File: src/rtl/seq_game_engine.sv
// ---------------------------------------------------------------------------
// seq_game_engine
//
// Simon-style sequence engine. It generates a pseudo-random tile sequence,
// replays it as timed flash requests for the graphics path, then checks the
// player's key presses against it. Each completed round appends one tile
// until MAX_LEN is reached (win). A wrong key or a timeout ends the game
// (lose).
//
// Handshake note: start and key_valid are single-cycle strobes with no ready
// path. start is only honoured in IDLE/WIN/LOSE. key_valid is only honoured
// in WAIT_KEY. Strobes arriving in any other state are dropped, not queued.
//
// Ports:
//   clock        system clock
//   reset        synchronous, active-high reset
//   start        pulse that begins a game (IDLE/WIN/LOSE only)
//   start_len    initial sequence length, clamped to 1..MAX_LEN
//   key_valid    pulse for one player press
//   key_tile     tile pressed, qualified by key_valid
//   flash_valid  tile must be drawn lit (SHOW_ON only)
//   flash_tile   tile to draw, 0 when flash_valid is low
//   player_turn  engine is waiting for player keys
//   level        current sequence length
//   win / lose   end-of-game flags, held until the next start
//   dbg_state    current FSM state, exposed for checkers
// ---------------------------------------------------------------------------
module seq_game_engine #(
    parameter int          TILE_W         = 2,
    parameter int          MAX_LEN        = 16,
    parameter int          LEN_W          = 7,
    parameter int          ON_CYCLES      = 25000000,
    parameter int          OFF_CYCLES     = 12500000,
    parameter int          TIMEOUT_CYCLES = 0,
    parameter logic [15:0] SEED           = 16'hACE1
) (
    input  logic              clock,
    input  logic              reset,
    input  logic              start,
    input  logic [LEN_W-1:0]  start_len,
    input  logic              key_valid,
    input  logic [TILE_W-1:0] key_tile,
    output logic              flash_valid,
    output logic [TILE_W-1:0] flash_tile,
    output logic              player_turn,
    output logic [LEN_W-1:0]  level,
    output logic              win,
    output logic              lose,
    output logic [2:0]        dbg_state
);

    typedef enum logic [2:0] {
        S_IDLE, S_GEN, S_SHOW_ON, S_SHOW_OFF,
        S_WAIT_KEY, S_APPEND, S_WIN, S_LOSE
    } state_t;

    localparam int               MEM_AW    = $clog2(MAX_LEN);
    localparam logic [LEN_W-1:0] MAX_LEN_L = LEN_W'(MAX_LEN);
    localparam logic [LEN_W-1:0] ONE_L     = LEN_W'(1);
    localparam logic [31:0]      ON_LAST   = 32'(ON_CYCLES - 1);
    localparam logic [31:0]      OFF_LAST  = 32'(OFF_CYCLES - 1);
    localparam logic [31:0]      TO_LAST   = 32'(TIMEOUT_CYCLES - 1);

    state_t              state;
    logic [15:0]         lfsr;
    logic [15:0]         lfsr_next;
    logic [TILE_W-1:0]   mem [MAX_LEN];
    logic [LEN_W-1:0]    len;
    logic [LEN_W-1:0]    idx;
    logic [LEN_W-1:0]    start_len_c;
    logic [31:0]         timer;
    // Set by APPEND: the next SHOW_OFF is the pre-replay gap and must fall
    // through to SHOW_ON at idx 0 without the usual index step.
    logic                replay_gap;

    logic [TILE_W-1:0]   new_tile;
    logic [MEM_AW-1:0]   idx_a;
    logic [MEM_AW-1:0]   idx_inc_a;
    logic [MEM_AW-1:0]   len_a;
    logic                mem_we;
    logic [MEM_AW-1:0]   mem_waddr;
    logic                last_idx;

    // Galois LFSR, x^16 + x^14 + x^13 + x^11, shifting right.
    assign lfsr_next = {1'b0, lfsr[15:1]} ^ (lfsr[0] ? 16'hB400 : 16'h0000);
    assign new_tile  = lfsr[TILE_W-1:0];

    // idx and len are below MAX_LEN wherever they address memory.
    assign idx_a     = idx[MEM_AW-1:0];
    assign idx_inc_a = idx_a + 1'b1;
    assign len_a     = len[MEM_AW-1:0];
    assign last_idx  = (idx == len - ONE_L);

    assign level     = len;
    assign dbg_state = state;

    always_comb begin
        if (start_len == '0) begin
            start_len_c = ONE_L;
        end else if (start_len > MAX_LEN_L) begin
            start_len_c = MAX_LEN_L;
        end else begin
            start_len_c = start_len;
        end
    end

    always_comb begin
        mem_we    = 1'b0;
        mem_waddr = idx_a;
        if (state == S_GEN) begin
            mem_we = 1'b1;
        end else if (state == S_APPEND) begin
            mem_we    = 1'b1;
            mem_waddr = len_a;
        end
    end

    always_ff @(posedge clock) begin
        if (!reset && mem_we) begin
            mem[mem_waddr] <= new_tile;
        end
    end

    always_ff @(posedge clock) begin
        if (reset) begin
            state       <= S_IDLE;
            lfsr        <= SEED;
            len         <= '0;
            idx         <= '0;
            timer       <= '0;
            replay_gap  <= 1'b0;
            flash_valid <= 1'b0;
            flash_tile  <= '0;
            player_turn <= 1'b0;
            win         <= 1'b0;
            lose        <= 1'b0;
        end else begin
            lfsr <= lfsr_next;
            case (state)
                S_IDLE, S_WIN, S_LOSE: begin
                    if (start) begin
                        state <= S_GEN;
                        len   <= start_len_c;
                        idx   <= '0;
                        timer <= '0;
                        win   <= 1'b0;
                        lose  <= 1'b0;
                    end
                end
                S_GEN: begin
                    if (last_idx) begin
                        state       <= S_SHOW_ON;
                        idx         <= '0;
                        timer       <= '0;
                        flash_valid <= 1'b1;
                        // With len==1, mem[0] is being written on this edge.
                        flash_tile  <= (idx == '0) ? new_tile : mem[0];
                    end else begin
                        idx <= idx + ONE_L;
                    end
                end
                S_SHOW_ON: begin
                    if (timer == ON_LAST) begin
                        state       <= S_SHOW_OFF;
                        timer       <= '0;
                        flash_valid <= 1'b0;
                        flash_tile  <= '0;
                    end else begin
                        timer <= timer + 32'd1;
                    end
                end
                S_SHOW_OFF: begin
                    if (timer == OFF_LAST) begin
                        timer <= '0;
                        if (replay_gap) begin
                            replay_gap  <= 1'b0;
                            state       <= S_SHOW_ON;
                            flash_valid <= 1'b1;
                            flash_tile  <= mem[0];
                        end else if (last_idx) begin
                            idx         <= '0;
                            state       <= S_WAIT_KEY;
                            player_turn <= 1'b1;
                        end else begin
                            idx         <= idx + ONE_L;
                            state       <= S_SHOW_ON;
                            flash_valid <= 1'b1;
                            flash_tile  <= mem[idx_inc_a];
                        end
                    end else begin
                        timer <= timer + 32'd1;
                    end
                end
                S_WAIT_KEY: begin
                    if (key_valid) begin
                        if (key_tile != mem[idx_a]) begin
                            state       <= S_LOSE;
                            player_turn <= 1'b0;
                            lose        <= 1'b1;
                        end else if (!last_idx) begin
                            idx   <= idx + ONE_L;
                            timer <= '0;
                        end else if (len == MAX_LEN_L) begin
                            state       <= S_WIN;
                            player_turn <= 1'b0;
                            win         <= 1'b1;
                        end else begin
                            state       <= S_APPEND;
                            player_turn <= 1'b0;
                        end
                    end else if (TIMEOUT_CYCLES != 0) begin
                        if (timer == TO_LAST) begin
                            state       <= S_LOSE;
                            player_turn <= 1'b0;
                            lose        <= 1'b1;
                        end else begin
                            timer <= timer + 32'd1;
                        end
                    end
                end
                S_APPEND: begin
                    len        <= len + ONE_L;
                    idx        <= '0;
                    timer      <= '0;
                    replay_gap <= 1'b1;
                    state      <= S_SHOW_OFF;
                end
                default: state <= S_IDLE;
            endcase
        end
    end

endmodule

File: config.mk
export PLATFORM = sky130hd
export DESIGN_NAME = seq_game_engine
export DESIGN_NICKNAME = d
export VERILOG_FILES = /design/src/rtl/seq_game_engine.sv
export SDC_FILE = /design/constraint.sdc
export NUM_CORES = 1
export LEC_CHECK = 0
export ABC_CLOCK_PERIOD_IN_PS = 8400
export BUFFER_PORTS_ARGS = -buffer_cell sky130_fd_sc_hd__clkbuf_2
export CAP_MARGIN = 20
export CELL_PAD_IN_SITES_DETAIL_PLACEMENT = 0
export CELL_PAD_IN_SITES_GLOBAL_PLACEMENT = 1
export CORE_MARGIN = 5
export CORE_UTILIZATION = 50
export CTS_BUF_LIST = sky130_fd_sc_hd__clkbuf_16
export DETAILED_ROUTE_END_ITERATION = 10
export PLACE_DENSITY = 0.84
export SYNTH_ARGS = -nofsm -noshare
export SYNTH_HDL_FRONTEND = slang
export SYNTH_SLANG_ARGS = --single-unit
File: constraint.sdc
create_clock -name clock -period 8.4 [get_ports clock]
set_input_delay 0.84 -clock clock [delete_from_list [all_inputs] [get_ports clock]]
set_output_delay 0.84 -clock clock [all_outputs]
set_load 0.02 [all_outputs]
==> metrics.cfg <==
[outcome]
status=complete, no violations

[sta]
fmax_mhz=286
setup_slack_ns=4.91
setup_viol=0
hold_viol_final=0
setup_tns_ns=0
slew_headroom_pct=40.8
final_max_slew_viol_count=0
fin_crit_ns=3.49
hold_ws_ns=0.414
worst_pin_slew_ns=0.887
rsz0062_at_grt=false
clock_skew_ns=0.00903
min_period_over_period_pct=41.6

[hold_path]
hold_path_class=flip-flop to flip-flop
min_path_cells=1

[place]
port_buffers=28
post-dp-hpwl_mm=10.1
gp_congestion=0.858
post-place-ws_ns=4.96

[critical_path]
critPathMaxFanout=31
arrival_ns=3.74
crit_slowest_cell=or3_1
critPathTopFamily=simple AND/OR/NAND/NOR gates
path_depth=10
r2r_cells=10
path_cells=inv_1 -> ha_1 -> nor2b_1 -> or3_1 -> a31o_1 -> or3_1 -> a31oi_4 -> nor2_2 -> buf_4 -> a311oi_1
worst-path-buf-inv=2
worstSetupPathType=flip-flop to flip-flop
critPathMaxStageDelay_ns=0.53
cp-end-kind=flip-flop
cp_common_cell=or3_1
worst_setup_path_start_kind=flip-flop
crit_required_ns=8.65
r2r_slack_ns=4.91

[power]
power_per_cell_area_nw_per_um2=191
power_uw=1200
irDropWorstVdd_mv=0.0945
p_leak_uw=0.00204

[route]
post_drt_wl_per_cell_um=19.1
vias_per_cell=6.37
ant_nets=0
drt-total-wl_mm=14.6
drcViolationCount=0
first_iter_violations=471
via_count=4889
drt_first_pass_iters=4

[layout]
fin_nets=638
fin_util_pct=54.9
nFillCells=1011
final_common_cell=dfxtp_1
drive_gt1_share_pct=12.7
antenna_cells=0
layout_common_cells=dfxtp_1, nand2_1, nor2_1
area_growth_pct=7.50

[floorplanning]
start_util_pct=51.1
dieArea_um2=14000
dieWidth_um=118
io_pins=29
rows=39
die_h_um=118
fp.coreArea_um2=11500

[clocking]
clockBufferDepth=2
numCtsBuffers=9
cts_sinks=108
hold_buffers=0
clk_pin_slew_ns=0.08
cts_setup_buffers=0
htreeDepth=3
cts_tree=yes
clock-root-buffer=clkbuf_16
worstSkewPairLatency_ns=0.35
post_cts.resized_instances=0

[yosys]
async_flop_share_pct=0
syn_avg_cell_area_um2=9.49
synth_edf_count=32
synth_nets=636
synth_seq_cells=108
synth.yosys.seq_area_share_pct=42.4
ys.flop_type=dfxtp_1
synth.distinct_cells=72
syn_inst=617
synth_area_um2=5850
yosysWarnings=0

[global_route]
grt_util_all_layers_pct=20.8
antenna_found_initial=0
grt_pass1_wl_mm=24.0
grt_max_degree=67
grt_pass1_vias=4562
grt_overflow=0

[job]
drv_cap=0

## synth_stat cells (all sizes together), types with 10 or more instances
cell type | count | area share (%)
edfxtp | 32 | 16
buf | 14 | 2.2
a311oi | 21 | 3.1
a31oi | 10 | 1.3
inv | 20 | 1.3
nand2 | 57 | 3.7
xor2 | 11 | 1.6
a21oi | 35 | 3.1
clkbuf | 26 | 1.8
nor3 | 34 | 3.0
dfxtp | 76 | 26
mux4 | 12 | 4.6
nand3 | 23 | 2.0
mux2i | 29 | 5.0
o21ai | 26 | 2.2
nor2 | 53 | 3.4
## through the flow
step | cell area [µm²] | cells
6_report | 6290 | 767
5_1_grt | 6290 | 767
4_1_cts | 6290 | 767
3_5_place_dp | 5960 | 751
3_3_place_gp | 5960 | 751
2_1_floorplan | 5850 | 617
## logic make-up (layout without fill, tap and decap cells)
group                      Yosys count  in the layout  synth area share, %
buffers and inverters               60             67                 5.32
muxes                               42             42                 9.77
adders and majority gates            6              6                 1.28
xor gates and xnor gates            19             19                 2.84
DFF                                108            108                 42.4
AOI/OAI and AO/OA                  147            147                 18.0
and+or+nand+nor                    235            235                 20.4
## report_power, final
group | leakage (µW) | switching (µW) | internal [µW]
Sequential | 0.000906 | 23.6 | 548
Combinational | 0.000968 | 105 | 65.4
Clock | 0.000164 | 210 | 247
## worst paths after layout
check,startpoint,end
min reg2reg,lfsr[6],lfsr[5]
max reg2reg,level[0],timer[30]
min,lfsr[6],lfsr[5]
max,level[0],timer[30]
## metal layers
layer	up-vias	part of all wire [%]	GRT usage (%)	wire length [µm]
li1	2332	-	-	-
met1	2388	46	28.5	6660
met2	146	47	32.5	6810
met3	23	5.4	4.49	792
met4	0	2.5	7.60	365
met5	-	0	0	0
## layout make-up
type	count	area [µm²]	share of cell area (%)
Timing Repair Buffer	31	163	2.58
Sequential cell	108	2480	39.4
Clock buffer	11	275	4.37
Clock inverter	5	53.8	0.855
Tap cell	143	179	2.84
Inverter	20	75.1	1.19
Multi-Input combinational cell	449	3070	48.7
## flip-flops by register name, indices dropped and copies added, names as in the netlist, named ones only
name and cells:
dbg_state 3, timer 32, mem 32, idx 7, lfsr 16, win 1, level 7, replay_gap 1
flash_valid 1, lose 1, player_turn 1, flash_tile 2
Power figures use the tool's default switching activity.
